--- src/rtl/pc_seq_ctrl.sv ---
// Fetch/branch sequencer for the ONC-16 program counter: drives PC enables and
// branch selects, handshakes with imem, waits on execute, and supports halt/timeout.
module pc_seq_ctrl #(
    parameter int CNT_W   = 16,
    parameter int TIMEOUT = 255,
    parameter int TO_W    = 8
) (
    input  logic             clock,
    input  logic             n_rst,
    input  logic             imem_ack,
    input  logic             br_req,
    input  logic             br_mode,
    input  logic [2:0]       br_cond,
    input  logic             flag_z,
    input  logic             flag_c,
    input  logic             flag_n,
    input  logic             ex_busy,
    input  logic             halt_req,
    input  logic             resume,
    output logic             imem_req,
    output logic             ir_load,
    output logic             pc_en,
    output logic             br_sel,
    output logic             imr_sel,
    output logic             halted,
    output logic             fetch_err,
    output logic [CNT_W-1:0] taken_cnt
);

    typedef enum logic [1:0] {
        FETCH  = 2'd0,
        DECODE = 2'd1,
        EXWAIT = 2'd2,
        HALT   = 2'd3
    } state_t;

    state_t            state_q, state_d;
    logic [TO_W-1:0]   to_cnt_q, to_cnt_d;
    logic              err_q, err_d;
    logic [CNT_W-1:0]  taken_q, taken_d;

    logic imem_req_c, ir_load_c, pc_en_c, br_sel_c, imr_sel_c, halted_c;
    logic taken;

    function automatic logic cond_true(input logic [2:0] cond,
                                       input logic z, input logic c, input logic n);
        case (cond)
            3'b000:  cond_true = 1'b1;
            3'b001:  cond_true = z;
            3'b010:  cond_true = ~z;
            3'b011:  cond_true = c;
            3'b100:  cond_true = ~c;
            3'b101:  cond_true = n;
            3'b110:  cond_true = ~n;
            default: cond_true = 1'b0;
        endcase
    endfunction

    always_ff @(posedge clock or negedge n_rst) begin
        if (!n_rst) begin
            state_q  <= FETCH;
            to_cnt_q <= '0;
            err_q    <= 1'b0;
            taken_q  <= '0;
        end else begin
            state_q  <= state_d;
            to_cnt_q <= to_cnt_d;
            err_q    <= err_d;
            taken_q  <= taken_d;
        end
    end

    always_comb begin
        state_d    = state_q;
        to_cnt_d   = to_cnt_q;
        err_d      = err_q;
        taken_d    = taken_q;
        imem_req_c = 1'b0;
        ir_load_c  = 1'b0;
        pc_en_c    = 1'b0;
        br_sel_c   = 1'b0;
        imr_sel_c  = 1'b0;
        halted_c   = 1'b0;
        taken      = br_req & cond_true(br_cond, flag_z, flag_c, flag_n);

        case (state_q)
            FETCH: begin
                imem_req_c = 1'b1;
                if (imem_ack) begin
                    ir_load_c = 1'b1;
                    to_cnt_d  = '0;
                    state_d   = DECODE;
                end else if (to_cnt_q == TO_W'(TIMEOUT - 1)) begin
                    // This cycle is the TIMEOUT-th without an ack.
                    to_cnt_d = '0;
                    err_d    = 1'b1;
                    state_d  = HALT;
                end else begin
                    to_cnt_d = to_cnt_q + 1'b1;
                end
            end
            DECODE, EXWAIT: begin
                if (ex_busy) begin
                    state_d = EXWAIT;
                end else begin
                    pc_en_c   = 1'b1;
                    br_sel_c  = taken;
                    imr_sel_c = taken & br_mode;
                    state_d   = halt_req ? HALT : FETCH;
                end
            end
            default: begin
                halted_c = 1'b1;
                if (resume) begin
                    state_d = FETCH;
                end
            end
        endcase

        if (pc_en_c && br_sel_c && (taken_q != {CNT_W{1'b1}})) begin
            taken_d = taken_q + 1'b1;
        end
    end

    // Combinational outputs are forced low while reset is held.
    assign imem_req  = n_rst & imem_req_c;
    assign ir_load   = n_rst & ir_load_c;
    assign pc_en     = n_rst & pc_en_c;
    assign br_sel    = n_rst & br_sel_c;
    assign imr_sel   = n_rst & imr_sel_c;
    assign halted    = n_rst & halted_c;
    assign fetch_err = err_q;
    assign taken_cnt = taken_q;

endmodule

--- config.mk ---
export PLATFORM = sky130hd
export DESIGN_NAME = pc_seq_ctrl
export DESIGN_NICKNAME = d
export VERILOG_FILES = /design/src/rtl/pc_seq_ctrl.sv
export SDC_FILE = /design/constraint.sdc
export NUM_CORES = 1
export LEC_CHECK = 0
export CORE_MARGIN = 3
export CORE_UTILIZATION = 50
export DETAILED_ROUTE_END_ITERATION = 7
export DONT_BUFFER_PORTS = 1
export PLACE_DENSITY = 0.72
export SYNTH_ARGS = -nofsm -noshare
export SYNTH_HDL_FRONTEND = slang
export SYNTH_SLANG_ARGS = --single-unit
--- constraint.sdc ---
create_clock -name clock -period 2.85 [get_ports clock]
set_input_delay 0.4275 -clock clock [delete_from_list [all_inputs] [get_ports clock]]
set_output_delay 0.4275 -clock clock [all_outputs]
set_load 0.1 [all_outputs]
==> impl_results.md <==
- Dpl cell area: 1710 sq um
- Setup repair bufs after CTS: 0
- P_leak: 0.896 nW
- Warnings from Yosys: 0
- Crit-path max FO: 16
- Reg2Reg Setup Slack: 690 ps
- Root Driver: clkbuf_4
- Hpwl dp: 2.41 mm
- WL final: ~3.2 mm
- Final min period: 2660 ps
- Synthesized Nets: 172
- Area leader, netlist: dfrtp_1
- Initial antenna violation count: 0
- Starting Density: around 54%
- #FFs+latches synth: 27
- Post-synth ARST share: 100%
- WHS Path Cells: 2
- Placement Rows: 19
- DRT Pass-1 Iters: 4
- Final GP Congestion: 0.826
- Slew @ Worst Pin: between 900 and 1000 ps
- Die area: between 3000 and 4000 sq um
- Power density cells: approximately 800 nW/um^2
- Die Y: 61.2 microns
- H-tree Lvls: 1
- # setup viols final: 0
- Post-CTS Resized: 0
- Number of max-cap violations: 0
- Sequential share of the synthesized area: 44.4%
- Core ar.: 2830 sq um
- DP Cell Count: 202
- CP Launch Type: flip-flop
- Fraction of layout instances using a drive strength above 1: around a fifth
- Synthesized area: 1520 sq um
- Worst skew pair latency: 310 ps
- TritonCTS clock tree: yes
- Gr usage total: 18.3%
- Crit path DAT: 2240 ps
- Detail Route Antenna Nets: 0
- Worst R2R Path Depth: 7
- Area contributors post-synth: dfrtp_1, xor2_1, ha_1, nor2_1, nand4_1
- CTS Sinks: 27
- IR drop worst, VDD: 0.688 mV
- WP data required: around 2400 ps
- RSZ-0062 raised after global routing: false
- Layout Nets: 198
- Syn_area_per_cell: 10.0 sq um
- Top-count cell post-synth: dfrtp_1
- Global-route wire length before repair: 5.17 mm
- Area fraction of the dominant cell type after synthesis: 44.4%
- Maximum clock frequency: 375 MHz
- Post-Route Setup TNS: 0 ps
- Max-slew violations: 0
- Status: finished clean
- Post-DR wirelength/cell: 15.3 microns
- DRT iter0 DRCs: 73
- Via/cell ratio: 5.78
- Unique cell type count in the Yosys netlist: 36
- Vias in the first global route: between 1000 and 1500
- Hold/Removal Path Class: in2reg
- Layout area overhead: 16.3%
- EDFF count, synth: 0
- Total gr overflow: 0
- Synth top cells by count: dfrtp_1, xor2_1, nor2_1, nand2_1, nand4_1
- Cts hold-fix bufs: 2
- Fin Clk Skew: 1.48 ps
- Period Utilization, post-route: 93.5%
- Largest net degree at the start of global routing: 28
- Slew Limit Headroom: 39.8%
- WS Path Type: reg2out
- DRC violations left: 0
- CTS Buf Count: 3
- Final Hold Vio Count: 0
- CTS max path bufs: 2
- Port Buf Inserts: 0
- Fin cells: 208
- I/O pin cnt: 37
- Antenna cell count: 0
- Vias: ~1200
- CP Capture Type: output port
- Cells after Synth: 152
- Chip Width: 61.2 microns
- Main synth FF type: dfrtp_1
- Clock edge transition at the registers on the reported setup and hold paths: ~130 ps
- Fin area: 1770 sq um
[routing by layer]
metal / global-route usage [%] / vias to the layer above / routed length [microns]
met4: 4.95 / 0 / 29
met5: 0 / - / 0
li1: - / 584 / -
met2: 34.4 / 32 / 1690
met3: 4.40 / 4 / 169
met1: 20.5 / 582 / 1290
[worst paths after layout]
path,startpoint,endpoint
min in group asynchronous,n_rst,to_cnt_q[6]
max in group asynchronous,n_rst,taken_cnt[8]
setup / recovery,state_q[1],imr_sel
setup reg to reg,state_q[1],taken_cnt[11]
hold reg to reg,taken_cnt[15],taken_cnt[15]
hold / removal,imem_ack,fetch_err
[per-stage QoR]
stage	utilization [%]	hold slack (ps)	worst slack [ps]	total power, mW
floorplan	-	132	52.1	1.11
finish	62.5	348	186	1.41
global placement	60.5	133	599	1.22
detailed placement	60.5	133	535	1.26
global route	62.5	335	28.7	1.49
CTS	62.5	329	162	1.43
[cell usage in the layout (no fill, tap or decap), types with 2 or more instances in the layout]
cell,Yosys,layout
xnor2_1,2,2
nor4_1,5,5
a21oi_1,2,2
buf_4,0,21
o21ai_0,2,2
nand4_1,9,9
nor2b_4,2,2
inv_1,8,8
dfrtp_1,27,27
nor3_1,3,3
nor4b_1,2,2
nor2_1,17,16
and3_1,3,3
xor2_1,19,19
nand2b_1,3,3
nand3_1,6,6
mux2_2,2,2
nand2_1,13,13
and2_1,4,3
ha_1,6,6
clkbuf_4,0,3
[flip-flops by register name, indices dropped and copies added, names as in the netlist]
name       cells
taken_cnt     16
fetch_err      1
to_cnt_q       8
state_q        2
[final cells by class]
class | instances | area, sq um
fill | 241 | 1060
multi-input combinational | 115 | 811
sequential | 27 | 676
timing repair buffer | 23 | 188
tap | 31 | 38.8
inverter | 8 | 30.0
clock buffer | 4 | 26.3
[cell families after synthesis]
kind of cell	count (synthesis)	share of synthesized area, %
flops	27	44.4
xor+xnor	21	12.1
fa+ha+maj	6	4.93
mux	4	2.88
compound gates	11	5.84
simple gates	73	26.9
buf+inv	10	2.96
[report_power, final]
| group | leakage (nW) | switching (mW) | total (mW) | internal [mW] |
|---|---|---|---|---|
| logic | 0.521 | 0.543 | 0.755 | 0.211 |
| clock network | 0.0150 | 0.101 | 0.156 | 0.0546 |
| registers | 0.361 | 0.0539 | 0.500 | 0.446 |
[critical path: stages, from the launching register on]
cell and delay, ps:
dfrtp_1 430, inv_1 60, ha_1 300, nor2b_4 170, o211ai_2 100, a211o_4 410, nor2_4 110, and2_4 330
(Power assumes the default switching activity.)
